--- src/rtl/enigma_pkg.sv ---
// Shared Enigma constants: alphabet size, wheel/reflector wiring, notches,
// mod-26 helpers and the scrambler FSM state type.
package enigma_pkg;

  localparam int unsigned ALPHA      = 26;
  localparam int unsigned CW         = 5;
  localparam logic [5:0]  ALPHA6     = 6'(ALPHA);

  typedef logic [CW-1:0]                 char_t;
  typedef logic [ALPHA-1:0][CW-1:0]      table_t;
  typedef enum logic [2:0] {IDLE, FWD, REFL, BWD, DONE} state_t;

  // Convert a 26-letter wiring string ("EKMF...") into a 5-bit lookup table.
  function automatic table_t to_table(input logic [8*ALPHA-1:0] s);
    table_t t;
    for (int i = 0; i < int'(ALPHA); i++)
      t[i] = CW'(s[8*(int'(ALPHA)-1-i) +: 8] - 8'd65);
    return t;
  endfunction

  // Inverse permutation, used on the return path through the wheels.
  function automatic table_t invert(input table_t f);
    table_t t;
    t = '0;
    for (int i = 0; i < int'(ALPHA); i++)
      t[f[i]] = CW'(i);
    return t;
  endfunction

  localparam table_t WHEEL_I       = to_table("EKMFLGDQVZNTOWYHXUSPAIBRCJ");
  localparam table_t WHEEL_II      = to_table("AJDKSIRUXBLHWTMCQGZNPYFVOE");
  localparam table_t WHEEL_III     = to_table("BDFHJLCPRTXVZNYEIWGAKMUSQO");
  localparam table_t WHEEL_IV      = to_table("ESOVPZJAYQUIRHXLNFTGKDCMWB");
  localparam table_t WHEEL_V       = to_table("VZBRGITYUPSDNHLXAWMJQOFECK");
  localparam table_t WHEEL_I_INV   = invert(WHEEL_I);
  localparam table_t WHEEL_II_INV  = invert(WHEEL_II);
  localparam table_t WHEEL_III_INV = invert(WHEEL_III);
  localparam table_t WHEEL_IV_INV  = invert(WHEEL_IV);
  localparam table_t WHEEL_V_INV   = invert(WHEEL_V);
  localparam table_t REFLECTOR_B   = to_table("YRUHQSLDPXNGOKMIEBFZCWVJAT");

  // Unknown wheel IDs (5..7) behave as wheel I.
  function automatic char_t notch(input logic [2:0] id);
    case (id)
      3'd1:    return 5'd4;
      3'd2:    return 5'd21;
      3'd3:    return 5'd9;
      3'd4:    return 5'd25;
      default: return 5'd16;
    endcase
  endfunction

  function automatic char_t wheel_lut(input logic [2:0] id, input logic inv, input char_t idx);
    table_t t;
    case (id)
      3'd1:    t = inv ? WHEEL_II_INV  : WHEEL_II;
      3'd2:    t = inv ? WHEEL_III_INV : WHEEL_III;
      3'd3:    t = inv ? WHEEL_IV_INV  : WHEEL_IV;
      3'd4:    t = inv ? WHEEL_V_INV   : WHEEL_V;
      default: t = inv ? WHEEL_I_INV   : WHEEL_I;
    endcase
    return (idx < 5'd26) ? t[idx] : idx;
  endfunction

  function automatic char_t reflect_b(input char_t c);
    return (c < 5'd26) ? REFLECTOR_B[c] : c;
  endfunction

  function automatic char_t add_mod(input char_t a, input char_t b);
    logic [5:0] s;
    s = 6'(a) + 6'(b);
    if (s >= ALPHA6) s = s - ALPHA6;
    return s[CW-1:0];
  endfunction

  function automatic char_t sub_mod(input char_t a, input char_t b);
    logic [5:0] s;
    s = 6'(a) - 6'(b);
    if (a < b) s = s + ALPHA6;
    return s[CW-1:0];
  endfunction

endpackage

--- src/rtl/enigma_rotor_stack_if.sv ---
// Letter handshake bundle: input channel (in_valid/in_ready/in_char) and
// output channel (out_valid/out_ready/out_char).
// master = letter producer/consumer side, slave = scrambler side.
interface enigma_rotor_stack_if;
  import enigma_pkg::*;

  logic  in_valid;
  logic  in_ready;
  char_t in_char;
  logic  out_valid;
  logic  out_ready;
  char_t out_char;

  modport master (output in_valid, in_char, out_ready,
                  input  in_ready, out_valid, out_char);
  modport slave  (input  in_valid, in_char, out_ready,
                  output in_ready, out_valid, out_char);
endinterface

--- src/rtl/enigma_wheel_map.sv ---
// One wheel pass: ch_out_c = (W[(ch+pos) mod 26] - pos) mod 26, with W the
// forward table (dir=0) or its inverse (dir=1) of wheel wheel_id.
// Ports: ch, pos, wheel_id, dir in; ch_out_c out (combinational).
module enigma_wheel_map
  import enigma_pkg::*;
(
  input  char_t      ch,
  input  char_t      pos,
  input  logic [2:0] wheel_id,
  input  logic       dir,
  output char_t      ch_out_c
);

  char_t idx_c;
  char_t mapped_c;

  always_comb begin
    idx_c    = add_mod(ch, pos);
    mapped_c = wheel_lut(wheel_id, dir, idx_c);
    ch_out_c = sub_mod(mapped_c, pos);
  end

endmodule

--- src/rtl/enigma_rotor_stack.sv ---
// Clocked Enigma scrambler: odometer stepping with double-step on accept,
// then one wheel per cycle forward, reflector B, one wheel per cycle back.
// Ports: clk, rst (sync, active-high), load_en/load_pos (position load in
// IDLE), rotor_pos (current positions), io (letter handshakes, slave side).
module enigma_rotor_stack
  import enigma_pkg::*;
#(
  parameter int unsigned             NUM_ROTORS  = 3,
  parameter logic [3*NUM_ROTORS-1:0] WHEEL_ORDER = 9'b000_001_010
) (
  input  logic                    clk,
  input  logic                    rst,
  input  logic                    load_en,
  input  logic [5*NUM_ROTORS-1:0] load_pos,
  output logic [5*NUM_ROTORS-1:0] rotor_pos,
  enigma_rotor_stack_if.slave     io
);

  localparam int unsigned   KW     = 3;
  localparam logic [KW-1:0] K_LAST = KW'(NUM_ROTORS - 1);

  state_t                  state_q, state_d;
  logic [KW-1:0]           k_q;
  char_t                   x_q;
  char_t                   out_char_q;
  logic                    out_valid_q;
  logic                    bypass_q;
  logic [5*NUM_ROTORS-1:0] pos_q;
  logic [5*NUM_ROTORS-1:0] pos_step_c;
  logic [5*NUM_ROTORS-1:0] pos_load_c;
  logic                    in_ready_c;
  logic                    nonletter_c;
  char_t                   map_pos_c;
  char_t                   map_out_c;
  logic [2:0]              map_id_c;

  assign io.in_ready  = in_ready_c;
  assign io.out_valid = out_valid_q;
  assign io.out_char  = out_char_q;
  assign rotor_pos    = pos_q;
  assign nonletter_c  = (io.in_char > 5'd25);

  // Post-step positions from the pre-step ones; middle rotors double-step.
  always_comb begin
    logic [NUM_ROTORS-1:0] at_notch;
    logic [NUM_ROTORS-1:0] step;
    at_notch   = '0;
    step       = '0;
    pos_step_c = pos_q;
    pos_load_c = '0;
    for (int i = 0; i < int'(NUM_ROTORS); i++)
      at_notch[i] = (pos_q[5*i +: 5] == notch(WHEEL_ORDER[3*i +: 3]));
    step[0] = 1'b1;
    for (int i = 1; i < int'(NUM_ROTORS); i++)
      step[i] = at_notch[i-1] | ((i < int'(NUM_ROTORS) - 1) ? at_notch[i] : 1'b0);
    for (int i = 0; i < int'(NUM_ROTORS); i++) begin
      if (step[i])
        pos_step_c[5*i +: 5] = (pos_q[5*i +: 5] == 5'd25) ? 5'd0 : pos_q[5*i +: 5] + 5'd1;
      pos_load_c[5*i +: 5] = (load_pos[5*i +: 5] > 5'd25) ? load_pos[5*i +: 5] - 5'd26
                                                          : load_pos[5*i +: 5];
    end
  end

  // The single wheel mapper is steered by the stage index k.
  always_comb begin
    map_pos_c = pos_q[5*int'(k_q) +: 5];
    map_id_c  = WHEEL_ORDER[3*int'(k_q) +: 3];
  end

  enigma_wheel_map u_wheel_map (
    .ch       (x_q),
    .pos      (map_pos_c),
    .wheel_id (map_id_c),
    .dir      (state_q == BWD),
    .ch_out_c (map_out_c)
  );

  // State register.
  always_ff @(posedge clk) begin
    if (rst) state_q <= IDLE;
    else     state_q <= state_d;
  end

  // Next-state logic.
  always_comb begin
    state_d = state_q;
    case (state_q)
      IDLE:    if (!load_en && io.in_valid) state_d = FWD;
      FWD:     if (k_q == K_LAST) state_d = REFL;
      REFL:    state_d = BWD;
      BWD:     if (k_q == '0) state_d = DONE;
      DONE:    if (io.out_ready) state_d = IDLE;
      default: state_d = IDLE;
    endcase
  end

  // Combinational outputs: a pending load blocks acceptance.
  always_comb begin
    in_ready_c = (state_q == IDLE) && !load_en;
  end

  // Datapath: positions, in-flight letter, stage index and output registers.
  always_ff @(posedge clk) begin
    if (rst) begin
      pos_q       <= '0;
      k_q         <= '0;
      x_q         <= '0;
      bypass_q    <= 1'b0;
      out_char_q  <= '0;
      out_valid_q <= 1'b0;
    end else begin
      case (state_q)
        IDLE: begin
          if (load_en) begin
            pos_q <= pos_load_c;
          end else if (io.in_valid) begin
            x_q      <= io.in_char;
            bypass_q <= nonletter_c;
            k_q      <= '0;
            if (!nonletter_c) pos_q <= pos_step_c;
          end
        end
        FWD: begin
          if (!bypass_q) x_q <= map_out_c;
          if (k_q != K_LAST) k_q <= k_q + KW'(1);
        end
        REFL: begin
          if (!bypass_q) x_q <= reflect_b(x_q);
          k_q <= K_LAST;
        end
        BWD: begin
          if (k_q == '0) begin
            out_char_q  <= bypass_q ? x_q : map_out_c;
            out_valid_q <= 1'b1;
          end else begin
            if (!bypass_q) x_q <= map_out_c;
            k_q <= k_q - KW'(1);
          end
        end
        DONE: begin
          if (io.out_ready) out_valid_q <= 1'b0;
        end
        default: ;
      endcase
    end
  end

endmodule

--- src/flat_wrapper.sv ---
// flat-port wrapper written by rule: the top's interface ports become plain ports
module enigma_rotor_stack_flat import enigma_pkg::*;
#(
  parameter int unsigned             NUM_ROTORS  = 3,
  parameter logic [3*NUM_ROTORS-1:0] WHEEL_ORDER = 9'b000_001_010
)
  (clk, rst, load_en, load_pos, rotor_pos, io_in_valid, io_in_char, io_out_ready, io_in_ready, io_out_valid, io_out_char);
  enigma_rotor_stack_if io_i ();
  input  logic clk;
  input  logic rst;
  input  logic load_en;
  input  logic [5*NUM_ROTORS-1:0] load_pos;
  output logic [5*NUM_ROTORS-1:0] rotor_pos;
  input wire logic [$bits(io_i.in_valid)-1:0] io_in_valid;
  input wire logic [$bits(io_i.in_char)-1:0] io_in_char;
  input wire logic [$bits(io_i.out_ready)-1:0] io_out_ready;
  output wire logic [$bits(io_i.in_ready)-1:0] io_in_ready;
  output wire logic [$bits(io_i.out_valid)-1:0] io_out_valid;
  output wire logic [$bits(io_i.out_char)-1:0] io_out_char;
  assign io_i.in_valid = io_in_valid;
  assign io_i.in_char = io_in_char;
  assign io_i.out_ready = io_out_ready;
  assign io_in_ready = io_i.in_ready;
  assign io_out_valid = io_i.out_valid;
  assign io_out_char = io_i.out_char;
  enigma_rotor_stack #(.NUM_ROTORS(NUM_ROTORS), .WHEEL_ORDER(WHEEL_ORDER)) u_core (.clk(clk), .rst(rst), .load_en(load_en), .load_pos(load_pos), .rotor_pos(rotor_pos), .io(io_i));
endmodule
--- config.mk ---
export PLATFORM = sky130hd
export DESIGN_NAME = enigma_rotor_stack_flat
export DESIGN_NICKNAME = d
export VERILOG_FILES = /design/src/rtl/enigma_pkg.sv /design/src/rtl/enigma_rotor_stack_if.sv /design/src/rtl/enigma_wheel_map.sv /design/src/rtl/enigma_rotor_stack.sv /design/src/flat_wrapper.sv
export SDC_FILE = /design/constraint.sdc
export NUM_CORES = 1
export LEC_CHECK = 0
export BUFFER_PORTS_ARGS = -buffer_cell sky130_fd_sc_hd__buf_2
export CAP_MARGIN = 5
export CORE_ASPECT_RATIO = 1.1
export CORE_MARGIN = 2
export CORE_UTILIZATION = 58
export CTS_BUF_LIST = sky130_fd_sc_hd__clkbuf_4
export CTS_CLUSTER_DIAMETER = 50
export DETAILED_ROUTE_END_ITERATION = 8
export HOLD_SLACK_MARGIN = 0.08
export PLACE_DENSITY = 0.8
export SLEW_MARGIN = 40
export SYNTH_ARGS = -nofsm -noshare
export SYNTH_HDL_FRONTEND = slang
export SYNTH_HIERARCHICAL = 1
export SYNTH_SLANG_ARGS = --single-unit
--- constraint.sdc ---
create_clock -name clk -period 6.5 [get_ports clk]
set_input_delay 0.325 -clock clk [delete_from_list [all_inputs] [get_ports clk]]
set_output_delay 0.325 -clock clk [all_outputs]
set_load 0.02 [all_outputs]
==> PnR_summary.wiki, run 1 <==
{| class="wikitable"
! Metric !! Value
|-
| Result of the run || finished with violations
|-
| Violations in the final reports || negative setup slack
|-
| Worst-Margin Slew || 0.804 ns
|-
| Worst setup timing slack at the placement stage || -0.419 ns
|-
| Max-cap viol count || 0
|-
| Width of the die || 103 um
|-
| Kind of critical path || flop to flop
|-
| Highest clock frequency the design can meet || 143 MHz
|-
| IR drop worst, VDD || 0.540 mV
|-
| Dominant cells by area after synthesis || sky130_fd_sc_hd__dfxtp_1 (12%), sky130_fd_sc_hd__a21oi_1 (7.3%), sky130_fd_sc_hd__nor2_1 (7.0%)
|-
| Number of fill cells in the layout || 788
|-
| Mean instance size in the synthesized netlist || 6.67 um2
|-
| Number of distinct standard cells referenced by the synthesized netlist || 88
|-
| Required time of the critical path || 6.79 ns
|-
| Wire length of the first global-routing pass || 42.3 mm
|-
| Post-detailed-route wirelength per cell || 22.4 um
|-
| Area share of the largest cell type after synthesis || 0.121
|-
| Final WL || 27.4 mm
|-
| Number of buffers created by CTS || 5
|-
| Number of sinks on the clock net || 38
|-
| Clock slew seen by the registers of the worst setup and hold paths || 0.11 ns
|-
| Critical Path End Type || flop
|-
| Number of iterations in the first detailed-routing pass || 9
|-
| Antenna violations before repair || 2
|-
| Floorplan Core Area || 10,500 um2
|-
| Worst-case clock buffer depth || 2
|-
| Clock insertion delay at the later pin of the skew report || 0.36 ns
|-
| Number of vias after detailed routing || 8,765
|-
| Post-detailed-route count of antenna-violating nets || 0
|-
| Ratio of total power to cell area || 367 nW/um2
|-
| Row Count || 39
|-
| Summed negative setup slack over all endpoints || -2.59 ns
|-
| Residual DRC count || 0
|-
| Largest net degree at the start of global routing || 47
|-
| Average vias per placed instance || 7.17
|-
| Flop and latch count out of synthesis || 38
|-
| Unrepaired setup endpoints after global routing || true
|-
| Total Power || 2970 uW
|-
| Worst min-delay path category || input pin to flop
|-
| Clock tree root buffer cell || sky130_fd_sc_hd__clkbuf_4
|-
| Most used cells in the layout excluding fill and tap cells || sky130_fd_sc_hd__buf_4 (145), sky130_fd_sc_hd__nor2_1 (107), sky130_fd_sc_hd__a21oi_1 (84)
|-
| Max-slew violation count || 0
|-
| Worst Setup Slack, final || -0.497 ns
|-
| Initial cell density of the core || 0.599
|-
| Cell occurring most often along the worst timing path || sky130_fd_sc_hd__buf_4
|-
| Delay contributed by the slowest stage of the critical path || 0.38 ns
|-
| Share of the clock period used by the worst path after layout || 1.08
|-
| Crit path arrival time || 7.29 ns
|-
| Kind of cell adding the most delay to the critical path || compound AO/OA/AOI/OAI gates
|-
| Layout Area Growth over Synthesis || 28.6%
|-
| Worst max-slew margin expressed relative to the limit || 0.464
|-
| Placement Cell Area || 7500 um2
|-
| EDFF count, synth || 0
|-
| Area of all placed cells without fillers || 8080 um2
|-
| Fraction of layout instances using a drive strength above 1 || 0.295
|-
| Die boundary height || 113 um
|-
| Final Skew || 0.00677 ns
|-
| GRT Residual Overflow || 0
|-
| Highest-delay cell along the critical path || sky130_fd_sc_hd__o221ai_1
|-
| TritonCTS clock tree || yes
|-
| Mapped cell area || 6280 um2
|-
| Startpoint class of the critical path || flop
|-
| Number of failing setup endpoints in the final timing report || 7
|-
| Htree depth || 2
|-
| Die footprint || 11,700 um2
|-
| Post-synth top flop || sky130_fd_sc_hd__dfxtp_1
|-
| Buf+Inv Stages, Crit Path || 9
|-
| Layout net count || 1,130
|-
| Area leader, netlist || sky130_fd_sc_hd__dfxtp_1
|-
| Sequential-to-total area share from yosys stat || 0.121
|-
| Final Critical Period || 7.00 ns
|-
| I/O pins || 47
|-
| Most common cell after layout, fill and taps aside || sky130_fd_sc_hd__buf_4
|-
| Count of synthesis-stage warnings from yosys || 6
|-
| Biggest fanout along the worst timing path || 4
|-
| Number of hold-slack violations in the final timing report || 0
|-
| Synthesized instance count || 942
|-
| Initial DRC Count || 1,050
|-
| Final standard cell utilization of the core || 0.771
|-
| Port Buffer Count || 46
|-
| Post-synth ARST share || 0
|-
| Placed wire-length estimate after detailed placement || 18.0 mm
|-
| Number of global-route vias before repair || 8,022
|-
| Last weighted congestion value of the routability-driven placer || 1.11
|-
| Static leakage || 0.00330 uW
|-
| Global-route usage over all layers || 0.464
|}
worst reg2reg max path, delay by kind of cell (launching register included):
kind	cells	cell delay, ns
and+or+nand+nor	6	1.37
adders and majority gates	2	0.54
AOI/OAI and AO/OA	15	2.57
DFF	1	0.36
muxes	3	0.62
buffers and inverters	9	1.33
xor gates and xnor gates	1	0.13
repair_timing:
| action | in CTS | in global routing |
|---|---|---|
| pin swaps | 26 | 21 |
| resized for setup | 30 | 47 |
| hold buffers | 0 | 0 |
| setup buffers | 9 | 9 |
| hold endpoints to repair | 0 | 0 |
| endpoints found under the setup margin | 6 | 13 |
| cloned | 3 | 0 |
layer usage:
layer / global-route usage / wire length (um)
met1: 0.526 / 9350
met2: 0.711 / 12000
met3: 0.168 / 3680
met4: 0.332 / 2410
met5: 0 / 0
logic make-up after synthesis:
family | Yosys count | share of synthesized area
xor+xnor | 12 | 0.0167
compound gates | 387 | 0.425
simple gates | 315 | 0.236
mux | 31 | 0.0543
buf+inv | 129 | 0.0860
fa+ha+maj | 29 | 0.0601
flops | 38 | 0.121
other cells | 1 | 0.000597
metrics by stage:
stage,hold slack (ns),cells
CTS,0.186,1211
floorplan,0.435,947
global placement,0.474,1191
detailed placement,0.482,1191
finish,0.196,1222
global route,0.198,1220
where the power goes:
part / total (uW) / internal [uW] / leakage, uW / switching (uW)
registers: 291 / 264 / 0.000312 / 27.6
clock network: 124 / 44.8 / 0.0000331 / 79.3
logic: 2550 / 1210 / 0.00296 / 1340
total: 2970 / 1520 / 0.00330 / 1450
final cells by class:
class,count,area [um2],area share
clock buffers,6,45.0,0.00557
well taps,143,179,0.0221
clock inverters,2,8.76,0.00108
flip-flops and latches,38,762,0.0943
repair buffers,212,1620,0.201
diodes,2,5.00,0.000619
inverters,39,146,0.0181
multi-input cells,780,5320,0.658
cells in the mapped netlist, drive strengths merged, types with 6 or more instances:
library cell	instances
mux2	12
o221ai	10
nor2b	17
o31ai	11
nor4	9
or2	6
a21oi	92
a22oi	18
xnor2	9
buf	27
inv	37
nand3	17
nand2	83
a31oi	23
nor3	23
nand2b	8
a211oi	20
o21a	6
clkbuf	63
o22ai	11
and3	9
a221oi	10
ha	27
o21ai	76
a21o	8
dfxtp	38
nor2	119
a311oi	6
o211ai	24
a2111oi	7
mux2i	19
final timing paths:
path / end / slack, ns / cells past startpoint / start
setup / recovery: flop / -0.50 / 36 / u_core/k_q[1]
hold reg to reg: u_core/io.out_char[3] / 0.50 / 2 / u_core/io.out_char[3]
setup reg to reg: flop / -0.50 / 36 / u_core/k_q[1]
hold / removal: u_core/io.out_valid / 0.20 / 2 / io_out_ready
Note: power is estimated with default switching activity, not from simulation.
==> inputs of run 2 (changes only) <==
--- a/config.mk
+++ b/config.mk
@@ -9,7 +9,7 @@
 export CAP_MARGIN = 5
 export CORE_ASPECT_RATIO = 1.1
 export CORE_MARGIN = 2
-export CORE_UTILIZATION = 58
+export CORE_UTILIZATION = 57
 export CTS_BUF_LIST = sky130_fd_sc_hd__clkbuf_4
 export CTS_CLUSTER_DIAMETER = 50
 export DETAILED_ROUTE_END_ITERATION = 8
@@ -18,5 +18,4 @@
 export SLEW_MARGIN = 40
 export SYNTH_ARGS = -nofsm -noshare
 export SYNTH_HDL_FRONTEND = slang
-export SYNTH_HIERARCHICAL = 1
 export SYNTH_SLANG_ARGS = --single-unit
==> run 2 against run 1 <==
Effect of this change:
- the flow now finishes without violations
- via count decreased by 22%
- register-to-register slack improved by 0.61 ns
- setup slack improved by 0.61 ns
==> PnR_summary.wiki, run 2 <==
{| class="wikitable"
! Metric !! Value
|-
| Routed wl met3 || 1.82 mm (-50%)
|-
| Residual DRC count || 0 (unchanged)
|-
| Clock tree root buffer cell || sky130_fd_sc_hd__clkbuf_4
|-
| Number of fill cells in the layout || 766 (-2.8%)
|-
| Synthesized-area fraction occupied by adder cells || 0.102 (+0.0422)
|-
| Most used cells in the layout excluding fill and tap cells || sky130_fd_sc_hd__nor2_1 (83), sky130_fd_sc_hd__buf_4 (74), sky130_fd_sc_hd__a21oi_1 (66)
|-
| Number of hold-slack violations in the final timing report || 0 (unchanged)
|-
| Delay contributed by the slowest stage of the critical path || 0.55 ns (+0.17 ns)
|-
| Fraction of layout instances using a drive strength above 1 || 0.238 (-0.0572)
|-
| Number of buffers created by CTS || 5 (unchanged)
|-
| Share of synthesized area spent on multiplexers || 0.0421 (-0.0122)
|-
| Number of vias after detailed routing || 6,812 (-22%)
|-
| Final Skew || 0.0161 ns (+0.00930 ns)
|-
| Worst-case clock buffer depth || 2 (unchanged)
|-
| Routed length on met1 || 7.47 mm (-20%)
|-
| Area of the multi-input gates || 4530 um2 (-15%)
|-
| Mean instance size in the synthesized netlist || 6.86 um2 (+2.8%)
|-
| Largest family of logic cells by synthesized area || compound AO/OA/AOI/OAI gates
|-
| Row Count || 37 (-5.1%)
|-
| Synthesized instance count || 788 (-16%)
|-
| Average vias per placed instance || 6.97 (-2.9%)
|-
| GRT Residual Overflow || 0 (unchanged)
|-
| Crit path from || u_core.k_q[0]
|-
| Number of iterations in the first detailed-routing pass || 8 (-1)
|-
| Initial cell density of the core || 0.581 (-0.0180)
|-
| Highest-delay cell along the critical path || sky130_fd_sc_hd__fa_2
|-
| Highest metal layer with signal wires || met4
|-
| EDFF count, synth || 0 (unchanged)
|-
| Count of synthesis-stage warnings from yosys || 0 (-6)
|-
| Last weighted congestion value of the routability-driven placer || 1.09 (-2.5%)
|-
| Worst min-delay path category || input pin to flop
|-
| Number of failing setup endpoints in the final timing report || 0 (-7)
|-
| Worst max-slew margin expressed relative to the limit || 0.477 (+0.0136)
|-
| Kind of critical path || flop to flop
|-
| Post-Synthesis Net Count || 853
|-
| TritonCTS clock tree || yes
|-
| Post-detailed-route count of antenna-violating nets || 0 (unchanged)
|-
| Initial DRC Count || 674 (-36%)
|-
| Port Buffer Count || 46 (unchanged)
|-
| Number of distinct standard cells referenced by the synthesized netlist || 75 (-15%)
|-
| Floorplan Core Area || 9310 um2 (-11%)
|-
| Crit path arrival time || 6.64 ns (-0.65 ns)
|-
| Layout Area Growth over Synthesis || 20.6%
|-
| Worst-Margin Slew || 0.784 ns (-0.0204 ns)
|-
| Startpoint class of the critical path || flop
|-
| Worst Hold Launch || io_out_ready
|-
| Unrepaired setup endpoints after global routing || true
|-
| Highest clock frequency the design can meet || 156 MHz (+9.5%)
|-
| Final Critical Period || 6.39 ns (-0.607 ns)
|-
| Dominant cells by area after synthesis || sky130_fd_sc_hd__dfxtp_1 (14%), sky130_fd_sc_hd__ha_1 (7.6%), sky130_fd_sc_hd__a21oi_1 (6.7%)
|-
| Mapped cell area || 5410 um2 (-14%)
|-
| Synth top cells by count || sky130_fd_sc_hd__nor2_1 (89), sky130_fd_sc_hd__a21oi_1 (72), sky130_fd_sc_hd__nand2_1 (63), sky130_fd_sc_hd__o21ai_0 (62), sky130_fd_sc_hd__clkbuf_1 (53)
|-
| Critical Path End Type || flop
|-
| Antenna violations before repair || 0 (-2)
|-
| Wire length of the first global-routing pass || 31.3 mm (-26%)
|-
| Width of the die || 96.9 um (-6.2%)
|-
| Area share of the largest cell type after synthesis || 0.141 (+0.0197)
|-
| Max-slew violation count || 0 (unchanged)
|-
| I/O pins || 47 (unchanged)
|-
| Share of the clock period used by the worst path after layout || 0.983 (-0.0933)
|-
| Diodes inserted || 0 (-2)
|-
| Largest net degree at the start of global routing || 39 (-17%)
|-
| Clock insertion delay at the later pin of the skew report || 0.35 ns (about the same)
|-
| Layout net count || 925 (-18%)
|-
| Post-detailed-route wirelength per cell || 20.5 um (-8.7%)
|-
| Post-synth top flop || sky130_fd_sc_hd__dfxtp_1
|-
| Simple-Gate Fraction of Synth Area || 0.223 (-0.0124)
|-
| Required time of the critical path || 6.75 ns (-0.04 ns)
|-
| Max-cap viol count || 0 (unchanged)
|-
| Flop and latch count out of synthesis || 38 (unchanged)
|-
| FF/Latch Area || 766 um2 (+0.49%)
|-
| Htree depth || 2 (unchanged)
|-
| Biggest fanout along the worst timing path || 5 (+1)
|-
| Fraction of the mapped netlist area in compound gates || 0.401 (-0.0244)
|-
| Final standard cell utilization of the core || 0.701 (-0.0699)
|-
| Count leader, synth || sky130_fd_sc_hd__nor2_1
|-
| Placed wire-length estimate after detailed placement || 14.3 mm (-20%)
|-
| Post-synth ARST share || 0 (unchanged)
|-
| Clock slew seen by the registers of the worst setup and hold paths || 0.12 ns (about the same)
|-
| Amount of wire on met2 after detailed routing || 9.50 mm (-21%)
|-
| Number of sinks on the clock net || 38 (unchanged)
|-
| Number of global-route vias before repair || 6,349 (-21%)
|-
| Most common cell after layout, fill and taps aside || sky130_fd_sc_hd__nor2_1
|-
| Global-route usage over all layers || 0.361 (-0.103)
|-
| Area share of xor/xnor cells in the synthesized design || 0.0178 (+0.00110)
|-
| Launching point of the worst reg2reg path || u_core.k_q[0]
|-
| Die boundary height || 106 um (-6.2%)
|-
| Sequential-to-total area share from yosys stat || 0.141 (+0.0197)
|-
| Die footprint || 10,300 um2 (-12%)
|-
| Area leader, netlist || sky130_fd_sc_hd__dfxtp_1
|-
| Result of the run || finished clean
|-
| Final WL || 20.0 mm (-27%)
|}
-- run 2: cell types whose count changed after synthesis, moves of 7 or more --
cell and delta:
sky130_fd_sc_hd__buf_2 -10, sky130_fd_sc_hd__nor2_1 -29, sky130_fd_sc_hd__a211oi_1 +11, sky130_fd_sc_hd__mux2_2 -7, sky130_fd_sc_hd__nor2b_1 -12, sky130_fd_sc_hd__a31oi_1 -9, sky130_fd_sc_hd__clkbuf_1 -10, sky130_fd_sc_hd__o21ai_0 -13
sky130_fd_sc_hd__a21oi_1 -20, sky130_fd_sc_hd__nand2_1 -20
-- run 2: worst paths after layout --
kind                            to  slack (ns)  cells past startpoint
min            u_core.io.out_valid        0.19                      2
min reg2reg  u_core.io.out_char[2]        0.47                      2
max                           flop        0.11                     25
max reg2reg                   flop        0.11                     25
-- run 2: kinds of logic (layout without fill, tap and decap cells) --
kind of cell,after synthesis,count (layout)
xor gates and xnor gates,11,11
adders and majority gates,40,40
AOI/OAI and AO/OA,320,320
and+or+nand+nor,256,256
DFF,38,38
buffers and inverters,102,175
muxes,21,21
-- run 2: repair_timing --
action,in CTS,in global routing
hold buffers,0,0
pin swaps,2,34
gates cloned,0,2
gates resized for setup,10,56
buffers inserted,1,20
endpoints found under the setup margin,5,6
-- run 2: final cells by class --
cell class,instances,area share
repair buffers,126,0.133
clock buffers,6,0.00691
clock inverters,2,0.00134
inverters,41,0.0236
well taps,117,0.0225
multi-input cells,648,0.695
flip-flops and latches,38,0.117
-- run 2: per-layer routing --
layer,track usage,vias up
li1,-,3114
met1,0.444,3133
met2,0.619,449
met3,0.0355,116
met4,0.204,0
met5,0,-
-- run 2: metrics by stage --
| stage | TNS [ns] | setup WS, ns | cell area [um2] | std cells | hold slack, ns |
|---|---|---|---|---|---|
| 6_report | 0 | 0.110 | 6520 | 978 | 0.189 |
| 4_1_cts | 0 | 0.0114 | 6090 | 956 | 0.179 |
| 3_3_place_gp | 0 | 0.0238 | 6000 | 947 | 0.439 |
| 5_1_grt | -0.482 | -0.126 | 6520 | 978 | 0.193 |
| 2_1_floorplan | 0 | 0.00242 | 5440 | 788 | 0.435 |
| 3_5_place_dp | -0.388 | -0.124 | 6000 | 947 | 0.444 |
-- run 2: critical path, delay by kind of cell (launching register included) --
family | cells | cell delay [ns]
AO/OA/AOI/OAI | 10 | 2.24
adder cells (fa/ha/maj) | 3 | 1.07
buffers and inverters | 4 | 0.46
flip-flops | 1 | 0.39
multiplexers | 2 | 0.66
AND/OR/NAND/NOR | 6 | 1.49
Power of run 2 is not shown: default switching activity piles up to over one toggle a cycle in this logic, so the estimate is an artifact.
